File: src/rtl/if_stage.sv
// -----------------------------------------------------------------------------
// if_stage -- instruction fetch stage of the single-issue RISC-V core.
//
// Owns the program counter, fetches 32-bit words from instruction memory over
// a request/response handshake and presents them to decode through the IF/ID
// register. A one-entry skid buffer absorbs a response that arrives while
// decode is stalled; taken-branch redirects flush IF/ID and the skid and
// discard any fetch still in flight.
//
// Ports
//   clk            core clock, all state on rising edge
//   rst_n          asynchronous active-low reset
//   imem_req       fetch request
//   imem_addr      fetch byte address (held while a request is pending)
//   imem_rvalid    response strobe, completes the current request
//   imem_rdata     instruction word, valid with imem_rvalid
//   id_stall       decode cannot accept; IF/ID holds
//   branch_taken   redirect request (one-cycle pulse)
//   branch_target  redirect byte address
//   if_valid       if_instr/if_pc hold a real instruction
//   if_instr       instruction to decode (NOP_INSTR when not valid)
//   if_pc          address of if_instr
//   if_fault       sticky misaligned-redirect flag
//
// Optional feature: define IF_MISALIGN_CHECK_EN to turn a redirect to a
// non-word-aligned target into a sticky fault that halts fetching until reset.
// Without it the low two target bits are ignored and if_fault is tied low.
// -----------------------------------------------------------------------------
module if_stage #(
  parameter logic [31:0] RESET_PC  = 32'h0000_0000,
  parameter logic [31:0] NOP_INSTR = 32'h0000_0013
) (
  input  logic        clk,
  input  logic        rst_n,
  output logic        imem_req,
  output logic [31:0] imem_addr,
  input  logic        imem_rvalid,
  input  logic [31:0] imem_rdata,
  input  logic        id_stall,
  input  logic        branch_taken,
  input  logic [31:0] branch_target,
  output logic        if_valid,
  output logic [31:0] if_instr,
  output logic [31:0] if_pc,
  output logic        if_fault
);

  typedef enum logic [2:0] {
    ST_IDLE  = 3'd0,
    ST_FETCH = 3'd1,
    ST_HOLD  = 3'd2,
`ifdef IF_MISALIGN_CHECK_EN
    ST_DROP  = 3'd3,
    ST_HALT  = 3'd4
`else
    ST_DROP  = 3'd3
`endif
  } state_t;

  state_t      state_r, state_nx_s, exit_s;
  logic [31:0] pc_r, pc_nx_s;
  logic [31:0] addr_r, addr_nx_s;
  logic        req_r, req_nx_s;
  logic        ifv_r, ifv_nx_s;
  logic [31:0] ifi_r, ifi_nx_s;
  logic [31:0] ifp_r, ifp_nx_s;
  logic        skv_r, skv_nx_s;
  logic [31:0] ski_r, ski_nx_s;
  logic [31:0] skp_r, skp_nx_s;
  logic        slot_free_s;
  logic        redirect_s;
  logic        misalign_s;
  logic        halted_s;
  logic [31:0] target_s;

`ifdef IF_MISALIGN_CHECK_EN
  logic fault_r;
  logic halting_s;

  assign misalign_s = (branch_target[1:0] != 2'b00);
  assign target_s   = branch_target;
  assign halted_s   = (state_r == ST_HALT);
  // Once faulted, leaving DROP (or a redirect with nothing pending) ends in HALT.
  assign halting_s  = fault_r | (redirect_s & misalign_s);
  assign exit_s     = halting_s ? ST_HALT : ST_FETCH;
  assign if_fault   = fault_r;

  // Sticky misaligned-redirect flag, cleared only by reset
  always_ff @(posedge clk or negedge rst_n) begin
    if (!rst_n) begin
      fault_r <= 1'b0;
    end else if (redirect_s && misalign_s) begin
      fault_r <= 1'b1;
    end else begin
      fault_r <= fault_r;
    end
  end
`else
  assign misalign_s = 1'b0;
  assign target_s   = branch_target & 32'hFFFF_FFFC;
  assign halted_s   = 1'b0;
  assign exit_s     = ST_FETCH;
  assign if_fault   = 1'b0;
`endif

  // A halted stage ignores further redirects.
  assign redirect_s  = branch_taken & ~halted_s;
  assign slot_free_s = ~ifv_r | ~id_stall;

  // State register
  always_ff @(posedge clk or negedge rst_n) begin
    if (!rst_n) begin
      state_r <= ST_IDLE;
    end else begin
      state_r <= state_nx_s;
    end
  end

  // Next-state logic; a redirect overrides stall and response handling
  always_comb begin
    state_nx_s = state_r;
    if (redirect_s) begin
      // req_r high means a request is outstanding; its late response must be dropped.
      if (req_r && !imem_rvalid) begin
        state_nx_s = ST_DROP;
      end else begin
        state_nx_s = exit_s;
      end
    end else begin
      case (state_r)
        ST_IDLE:  state_nx_s = ST_FETCH;
        ST_FETCH: begin
          if (imem_rvalid && !slot_free_s) begin
            state_nx_s = ST_HOLD;
          end else begin
            state_nx_s = ST_FETCH;
          end
        end
        ST_HOLD: begin
          if (!id_stall) begin
            state_nx_s = ST_FETCH;
          end else begin
            state_nx_s = ST_HOLD;
          end
        end
        ST_DROP: begin
          if (imem_rvalid) begin
            state_nx_s = exit_s;
          end else begin
            state_nx_s = ST_DROP;
          end
        end
`ifdef IF_MISALIGN_CHECK_EN
        ST_HALT:  state_nx_s = ST_HALT;
`endif
        default:  state_nx_s = ST_IDLE;
      endcase
    end
  end

  // Datapath next values: pc, fetch address/request, IF/ID and skid
  always_comb begin
    pc_nx_s  = pc_r;
    ifv_nx_s = ifv_r;
    ifi_nx_s = ifi_r;
    ifp_nx_s = ifp_r;
    skv_nx_s = skv_r;
    ski_nx_s = ski_r;
    skp_nx_s = skp_r;
    if (redirect_s) begin
      if (misalign_s) begin
        pc_nx_s = pc_r;
      end else begin
        pc_nx_s = target_s;
      end
      ifv_nx_s = 1'b0;
      ifi_nx_s = NOP_INSTR;
      skv_nx_s = 1'b0;
    end else begin
      case (state_r)
        ST_FETCH: begin
          if (imem_rvalid) begin
            pc_nx_s = pc_r + 32'd4;
            if (slot_free_s) begin
              ifv_nx_s = 1'b1;
              ifi_nx_s = imem_rdata;
              ifp_nx_s = addr_r;
            end else begin
              skv_nx_s = 1'b1;
              ski_nx_s = imem_rdata;
              skp_nx_s = addr_r;
            end
          end else if (ifv_r && !id_stall) begin
            ifv_nx_s = 1'b0;
            ifi_nx_s = NOP_INSTR;
          end else begin
            ifv_nx_s = ifv_r;
          end
        end
        ST_HOLD: begin
          if (!id_stall) begin
            ifv_nx_s = skv_r;
            ifi_nx_s = ski_r;
            ifp_nx_s = skp_r;
            skv_nx_s = 1'b0;
          end else begin
            skv_nx_s = skv_r;
          end
        end
        default: ifv_nx_s = ifv_r;
      endcase
    end
    // While dropping, the stale address stays on the bus until its response lands.
    if (state_nx_s == ST_DROP) begin
      addr_nx_s = addr_r;
    end else begin
      addr_nx_s = pc_nx_s;
    end
    req_nx_s = (state_nx_s == ST_FETCH) || (state_nx_s == ST_DROP);
  end

  // Datapath registers
  always_ff @(posedge clk or negedge rst_n) begin
    if (!rst_n) begin
      pc_r   <= RESET_PC;
      addr_r <= RESET_PC;
      req_r  <= 1'b0;
      ifv_r  <= 1'b0;
      ifi_r  <= NOP_INSTR;
      ifp_r  <= 32'h0000_0000;
      skv_r  <= 1'b0;
      ski_r  <= NOP_INSTR;
      skp_r  <= 32'h0000_0000;
    end else begin
      pc_r   <= pc_nx_s;
      addr_r <= addr_nx_s;
      req_r  <= req_nx_s;
      ifv_r  <= ifv_nx_s;
      ifi_r  <= ifi_nx_s;
      ifp_r  <= ifp_nx_s;
      skv_r  <= skv_nx_s;
      ski_r  <= ski_nx_s;
      skp_r  <= skp_nx_s;
    end
  end

  assign imem_req  = req_r;
  assign imem_addr = addr_r;
  assign if_valid  = ifv_r;
  assign if_instr  = ifi_r;
  assign if_pc     = ifp_r;

endmodule

File: config.mk
export PLATFORM = sky130hd
export DESIGN_NAME = if_stage
export DESIGN_NICKNAME = d
export VERILOG_FILES = /design/src/rtl/if_stage.sv
export SDC_FILE = /design/constraint.sdc
export NUM_CORES = 1
export LEC_CHECK = 0
export BUFFER_PORTS_ARGS = -buffer_cell sky130_fd_sc_hd__buf_2
export CAP_MARGIN = 5
export CORE_ASPECT_RATIO = 0.8
export CORE_MARGIN = 5
export CORE_UTILIZATION = 25
export CTS_BUF_LIST = sky130_fd_sc_hd__clkbuf_8
export CTS_CLUSTER_SIZE = 28
export DETAILED_ROUTE_END_ITERATION = 10
export HOLD_SLACK_MARGIN = 0.03
export PLACE_DENSITY = 0.47
export SLEW_MARGIN = 15
export SYNTH_ARGS = -nofsm -noshare
export SYNTH_HDL_FRONTEND = slang
export SYNTH_SLANG_ARGS = --single-unit
File: constraint.sdc
create_clock -name clk -period 2.35 [get_ports clk]
set_clock_uncertainty 0.05 [all_clocks]
set_input_delay 0.235 -clock clk [delete_from_list [all_inputs] [get_ports clk]]
set_output_delay 0.235 -clock clk [all_outputs]
set_load 0.01 [all_outputs]
## Word-level counts from Yosys, hierarchy flattened

Cells that the tools add are included.

| cells by class | value |
|---|---|
| add/sub/neg operators | 1 |
| eq/ne operators | 13 |
| multiplexer cells | 30 |
| bitwise gates (word level) | 5 |
| reduce and logical (&&, ||, !) cells | 14 |

Operator list:

| cell | number |
|---|---|
| 32-bit two-way mux | 11 |
| 32-bit case mux with 2 select lines | 2 |
| 32-bit by 3-bit adder with 32-bit output (second input constant) | 1 |
| 4-bit AND reduction | 3 |
| 3-bit by 2-bit equality test with 1-bit output (second input constant) | 3 |
| 1-bit two-way mux | 9 |
| 3-bit != test (second input constant) | 3 |
| 2-bit two-way mux | 4 |
| 4-bit != test (second input constant) | 2 |
| 2-bit case mux with 4 select lines | 1 |
| 3-bit by 1-bit equality test with 1-bit output (second input constant) | 2 |
| 2-bit != test (second input constant) | 3 |
| 5-bit AND reduction | 1 |
| 1-bit inverter | 4 |
| 1-bit case mux with 2 select lines | 2 |
| 1-bit logical AND | 3 |
| 1-bit logical NOT | 3 |
| 3-bit logical NOT | 1 |
| 3-bit two-way mux | 1 |
| 3-bit nonzero test | 1 |
| 2-bit nonzero test | 1 |
| 1-bit logical OR | 1 |
| 1-bit OR | 1 |

| storage, ports and cells | value |
|---|---|
| flip-flop bits (word level) | 198 |
| bits of input ports | 69 |
| output and inout port bits | 99 |
| word-level logic and storage cells | 73 |

## Depth between registers and ports, before layout

Gate-level depths: netlist of the first run.

| depth | value |
|---|---|
| depth after elaboration | 9 |
| mapped depth | 10 |
| gate-level depth less buffers | 7 |

## Worst setup path after synthesis of the first run

No wires, ideal clock.

| timing path | value |
|---|---|
| path kind | flip-flop to flip-flop |
| from | register state_r[0] |
| to | register addr_r[18] (netlist: imem_addr[18]) |
| setup time | 125 ps |
| arrival time | 1950 ps |
| setup slack | 225 ps |
| stages on the path, launching flop included | 9 |
| period minus slack after synthesis | 2125 ps |
| cell sequence | dfrtp_1 > ha_1 > buf_4 > a21bo_2 > nand3_2 > o311ai_1 > buf_2 > buf_6 > mux2_2 |

| on the way | value |
|---|---|
| word-level cells in the longest chain between the ends | 4 |

RTL lines:

| element | RTL line | text |
|---|---|---|
| start: declaration | 60 | `state_t state_r, state_nx_s, exit_s;` |
| start signal: assignment | 115 | `state_r <= state_nx_s;` |
| 3-bit by 2-bit equality test with 1-bit output, or another cell as far along | 130 | `case (state_r)` |
| 2-bit case mux with 4 select lines | 130 |  |
| 3-bit two-way mux | 122 | `if (redirect_s) begin` |
| 3-bit by 2-bit equality test with 1-bit output | 214 | `if (state_nx_s == ST_DROP) begin` |
| end signal: assignment | 236 | `addr_r <= addr_nx_s;` |
| end: declaration | 62 | `logic [31:0] addr_r, addr_nx_s;` |

Parallel ways exist; a longest one is shown, timed or not.
A chain may end at the register's enable or synchronous reset.

## Final worst setup path of the first run

| timing path | value |
|---|---|
| from | register state_r[1] |
| to | register addr_r[20] (netlist: imem_addr[20]) |

RTL lines:

| element | RTL line | text |
|---|---|---|
| 3-bit by 1-bit equality test with 1-bit output | 180 | `case (state_r)` |
| 32-bit two-way mux | 180 |  |
| 32-bit two-way mux | 170 | `if (redirect_s) begin` |
| named net pc_nx_s[20] | 61 | `logic [31:0] pc_r, pc_nx_s;` |

The timed path passes the listed nets, and every way through them passes these cells.

==> flow_summary.toml, run 1 <==
[run_status]
outcome = "completed"

[grt]
antenna_found_initial = 0
grt_overflow_total = 0
grt_pass1_wl_um = 40000
grt_pass1_vias = 6906
grt_usage_pct = 13.2
grt_max_degree = 65

[setup_path]
arrival_ns = 2.62
cpMostUsedCell = "nand3_2"
crit_family = "simple AND/OR/NAND/NOR gates"
start_kind = "register"
cpPeakStageDelay_ns = 0.55
crit_type = "reg -> reg"
crit_chain = "inv_1, ha_1, nand3_2, or2_4, or4b_1, nand3_2, mux2_1"
reg2reg_setup_slack_ns = 0.1
path_buf_inv = 1
worst_ep_required_time_ns = 2.72
end_kind = "register"
critPathSlowestCell = "or4b_1"
path_max_fanout = 7

[logic_synthesis]
synthFlopType = "dfrtp_1"
ys_types = 59
syn_area_um2 = 8770
synth_edf_count = 0
yosys.area.top_type = "dfrtp_1"
synth_top_cell_area_share_pct = 54.2
syn_inst = 765
postSynthAreaPerCell_um2 = 11.5
synth_area_leaders = "dfrtp_1 54%, mux2_2 12%, nor2_1 4.0%"
ys_seq_area_share_pct = 56.0
yosys_warnings = 0
ys_ff_latch = 196
syn_nets = 839
ys_async_sr_fraction_pct = 100

[power_and_ir_drop]
p_leak_nw = 4.93
peakVddDrop_uv = 386
powerDensity_nw_per_um2 = 933

[drt]
dr_total_vias = 6660
drt-total-wl_um = 25000
initialDrtViolationCount = 352
route.detailed.drc = 0
viasPerCell = 4.53
wl_per_cell_um = 17.0
ant_nets = 0
dr.pass1.iters = 4

[timing]
finalHoldViolCount = 0
setup_slack_ns = 0.0996
min_period_ns = 2.25
period_share_pct = 95.8
whs_ns = 0.223
setup_viol = 0
worstMarginPinSlew_ns = 0.664
relSlewSlack_pct = 55.7
timing.fmax_ghz = 0.444
rsz0062_at_grt = "yes"
slew_viol_final = 0
fin_tns_setup_ns = 0

[min_path]
min_path_type = "in -> async"

[place]
hpwl_um = 16700
place_ws_ns = 0.00953
dp_cells = 1372
port_buffers = 164
gp_congestion = 0.762

[clock_network]
cts-root-buf = "clkbuf_8"
postCtsSetupRepairBufs = 0
insertion_delay_ns = 0.49
cts.clk_slew.worst_paths_ns = 0.10
cts_num_sinks = 196
h-tree-depth = 4
cts-buffers-inserted = 17
cts_buffer_depth = 2
cts_tree = "yes"

[finish]
area_growth_pct = 29.5
final_cells = 1469
layout_common_cells = "190 x dfrtp_1, 162 x buf_2, 94 x nor2_1"
layout_commonest_cell = "dfrtp_1"
drive_above_1_share_pct = 33.8
num_antenna_cells = 0
fin_nets = 1058

[floorplanning]
core_um2 = 34700
core.rowCount = 61
io_pins = 168
die_x_um = 219
dieArea_um2 = 38900
initial_utilization_pct = 25.3
die_h_um = 177

[job]
maxCapViolations = 0
## what timing repair did
| action | CTS | global route |
|---|---|---|
| endpoints found under the hold margin | 155 | 0 |
| hold buffers | 65 | 0 |
| setup endpoints to repair | 2 | 17 |
| cloned | 0 | 0 |
| gates resized for setup | 2 | 5 |
## worst reg2reg max path: stages (launching register included)
cell and delay (ns):
dfrtp_1 0.43, inv_1 0.09, ha_1 0.27, nand3_2 0.22
or2_4 0.34, or4b_1 0.56, nand3_2 0.09, mux2_1 0.14
## per-layer routing
layer / GRT usage (%) / up-vias / wire [um]
met1: 18.7 / 3295 / 12200
li1: - / 3193 / -
met5: 0 / - / 0
met3: 3.51 / 12 / 1390
met2: 20.4 / 160 / 11300
met4: 2.90 / 0 / 155
## cell families after synthesis
kind of cell | share of synthesized area [%]
XOR/XNOR | 1.70
other | 0.0428
adder cells (fa/ha/maj) | 0.714
flip-flops | 56.0
buffers and inverters | 3.71
AND/OR/NAND/NOR | 12.6
AO/OA/AOI/OAI | 9.65
multiplexers | 15.6
## synth_stat cells (2+ instances only)
cell type  instances
dfrtp_1          190
nor2_1            94
mux2_2            90
a21oi_1           42
nor3_1            40
a221oi_1          35
mux2i_1           34
nand2_1           29
clkbuf_1          21
nand4_1           21
buf_2             19
o21ai_0           18
inv_1             15
nand3_1           14
xnor2_1            9
buf_1              8
xor2_1             8
dfstp_2            6
buf_4              5
ha_1               5
nor2b_1            5
and3_1             4
nor4_1             4
o221ai_1           4
a22oi_1            3
nand3_2            3
a311o_1            2
a311oi_1           2
buf_6              2
nand2b_1           2
or2_0              2
or3_1              2
## power by group
part / switching [mW] / leakage, nW / internal [mW]
Clock: 1.27 / 0.226 / 1.14
Combinational: 1.55 / 2.31 / 1.48
Sequential: 0.666 / 2.39 / 4.48
Total: 3.49 / 4.93 / 7.10
## path summary, 6_finish.rpt
check,start,to,depth (start not counted)
setup / recovery,state_r[1]$_DFF_PN0_,imem_addr[20]$_DFFE_PN0P_,7
hold / removal,rst_n,if_pc[4]$_DFFE_PN0P_,2
setup reg to reg,state_r[1]$_DFF_PN0_,imem_addr[20]$_DFFE_PN0P_,7
hold reg to reg,if_instr[4]$_DFFE_PN1P_,if_instr[4]$_DFFE_PN1P_,2
max in group asynchronous,rst_n,if_instr[18]$_DFFE_PN0P_,3
min in group clk,imem_rvalid,if_instr[4]$_DFFE_PN1P_,4
## metrics by stage
step,utilization [%],cell area (um2),power [mW]
global route,32.8,11400,11.4
global placement,29.6,10300,8.16
CTS,32.7,11300,10.8
finish,32.8,11400,10.6
detailed placement,29.6,10300,8.23
floorplan,-,8770,6.94
## sequential cells by signal, indices dropped and copies added, names as in the netlist
name,flops
pc_r,32
if_valid,1
skv_r,1
ski_r,32
if_instr,32
imem_addr,32
if_pc,32
skp_r,32
state_r,2
## final cells by class
cell class | instances | area (um2)
tap | 472 | 591
sequential | 196 | 4910
clock inverter | 12 | 151
inverter | 15 | 56.3
clock buffer | 20 | 275
multi-input combinational | 498 | 3590
timing repair buffer | 256 | 1780
fill | 3609 | 23300
Power figures use the tool's default switching activity.
==> run 2, diff against run 1 <==
==> constraint.sdc (replaced) <==
create_clock -name clk -period 2.85 [get_ports clk]
set_clock_uncertainty 0.05 [all_clocks]
set_input_delay 0.285 -clock clk [delete_from_list [all_inputs] [get_ports clk]]
set_output_delay 0.285 -clock clk [all_outputs]
set_load 0.01 [all_outputs]
==> run 2 against run 1 <==
  * Wire length down 0.98%
  * Count of clock-buffer cells in the layout fell by 3
  * Critical path depth stayed put
  * First-iteration DRC count is 15% higher
  * Final area down 1.6%
  * Clock power shrank 23%
  * Total power decreased by 19%
  * Hold slack worse by 0.11 ns
==> flow_summary.toml, run 2 (synthesis gave the netlist of run 1 again) <==
[run_status]
outcome = "completed"

[floorplanning]
core.rowCount = 61
die_x_um = 219
initial_utilization_pct = 25.3
die_h_um = 177
io_pins = 168
core_um2 = 34700
dieArea_um2 = 38900

[place]
gp_congestion = 0.756
dpl_cell_area_um2 = 10200
dp_cells = 1366
port_buffers = 164
hpwl_um = 16600
place_ws_ns = 0.328

[finish]
final_cells = 1459
area_growth_pct = 27.4
finalInstanceArea_um2 = 11200
fin_nets = 1048
seqCellArea_um2 = 4910
fin_util_pct = 32.2
multiInputGateArea_um2 = 3570
final.fill_count = 3598
drive_above_1_share_pct = 33.1
layout_commonest_cell = "dfrtp_1"
layout_common_cells = "190 x dfrtp_1, 162 x buf_2, 94 x nor2_1"

[grt]
grt_overflow_total = 0
grt_pass1_vias = 6702
grt_usage_pct = 12.8
grt_max_degree = 71
antenna_found_initial = 2
grt_pass1_wl_um = 38900

[timing]
setup_slack_ns = 0.352
slew_viol_final = 0
setup_viol = 0
min_period_ns = 2.50
rsz0062_at_grt = "no"
fin_tns_setup_ns = 0
worstMarginPinSlew_ns = 0.805
period_share_pct = 87.6
relSlewSlack_pct = 46.2
finalHoldViolCount = 0
whs_ns = 0.114
timing.fmax_ghz = 0.400

[drt]
initialDrtViolationCount = 406
drt-total-wl_um = 24800
dr.pass1.iters = 5
dr_total_vias = 6661
wl_per_cell_um = 17.0
route.detailed.drc = 0
ant_nets = 0
viasPerCell = 4.57

[setup_path]
cpPeakStageDelay_ns = 0.43
start_kind = "register"
crit_chain = "inv_1, ha_4, buf_4, o221a_2, buf_4, o221ai_1, nand3_1"
worst_ep_required_time_ns = 3.22
crit_family = "buffers and inverters"
critPathSlowestCell = "dfrtp_1"
reg2reg_setup_slack_ns = 0.35
arrival_ns = 2.87
cpMostUsedCell = "buf_4"
crit_type = "reg -> reg"
path_buf_inv = 3
path_max_fanout = 33
end_kind = "register"

[power_and_ir_drop]
powerDensity_nw_per_um2 = 768
peakVddDrop_uv = 339
total_power_mw = 8.58
p_leak_nw = 4.84

[clock_network]
h-tree-depth = 4
insertion_delay_ns = 0.48
cts_num_sinks = 196
cts-root-buf = "clkbuf_8"
cts.clk_slew.worst_paths_ns = 0.10
cts_tree = "yes"
cts-buffers-inserted = 17
cts_buffer_depth = 2

[job]
maxCapViolations = 0

[min_path]
min_path_type = "in -> reg"
[run 2: changes by cell type in the layout (fill, tap and decap cells not counted), sizes merged]
| cell | change |
|---|---|
| buf | -6 |
| bufinv | -1 |
| clkbuf | -3 |
| clkinv | -3 |
| clkinvlp | +2 |
| diode | +1 |
| dlygate4sd3 | -4 |
| inv | +4 |
[run 2: worst paths after layout]
path / cells after the start / startpoint / endpoint
max: 7 / state_r[0]$_DFF_PN0_ / if_instr[0]$_DFFE_PN1P_
min: 3 / branch_target[15] / pc_r[15]$_DFF_PN0_
max reg2reg: 7 / state_r[0]$_DFF_PN0_ / if_instr[0]$_DFFE_PN1P_
min reg2reg: 2 / if_instr[4]$_DFFE_PN1P_ / if_instr[4]$_DFFE_PN1P_
max in group asynchronous: 3 / rst_n / if_instr[0]$_DFFE_PN1P_
min in group asynchronous: 2 / rst_n / if_pc[4]$_DFFE_PN0P_
[run 2: metal layers]
metal	track usage, %	share of wire [%]
met1	18.3	48
met2	19.2	44
met3	3.68	6.3
met4	2.98	0.94
met5	0	0
[run 2: worst register-to-register path, delay by kind of cell, from the launching register on]
family,cells,cell delay [ns]
buffers and inverters,3,0.95
AO/OA/AOI/OAI,2,0.48
flip-flops,1,0.43
adder cells (fa/ha/maj),1,0.41
AND/OR/NAND/NOR,1,0.12
[run 2: power by group]
group	total [mW]	switching (mW)	internal, mW	leakage [nW]
combinational	2.49	1.29	1.20	2.25
sequential	4.23	0.542	3.69	2.39
clock	1.86	1.07	0.790	0.197
[run 2: area by class of cell]
cell class / count / area share [%]
Inverter: 15 / 0.504
Clock buffer: 17 / 2.09
Antenna cell: 1 / 0.0224
Multi-Input combinational cell: 498 / 32.0
Sequential cell: 196 / 44.0
Clock inverter: 14 / 1.37
Tap cell: 472 / 5.29
Timing Repair Buffer: 246 / 14.8
[run 2: what timing repair did]
item | CTS | global route
hold buffers | 61 | 0
endpoints found under the hold margin | 147 | 0
buffers inserted | 0 | 0
resized for setup | 0 | 0
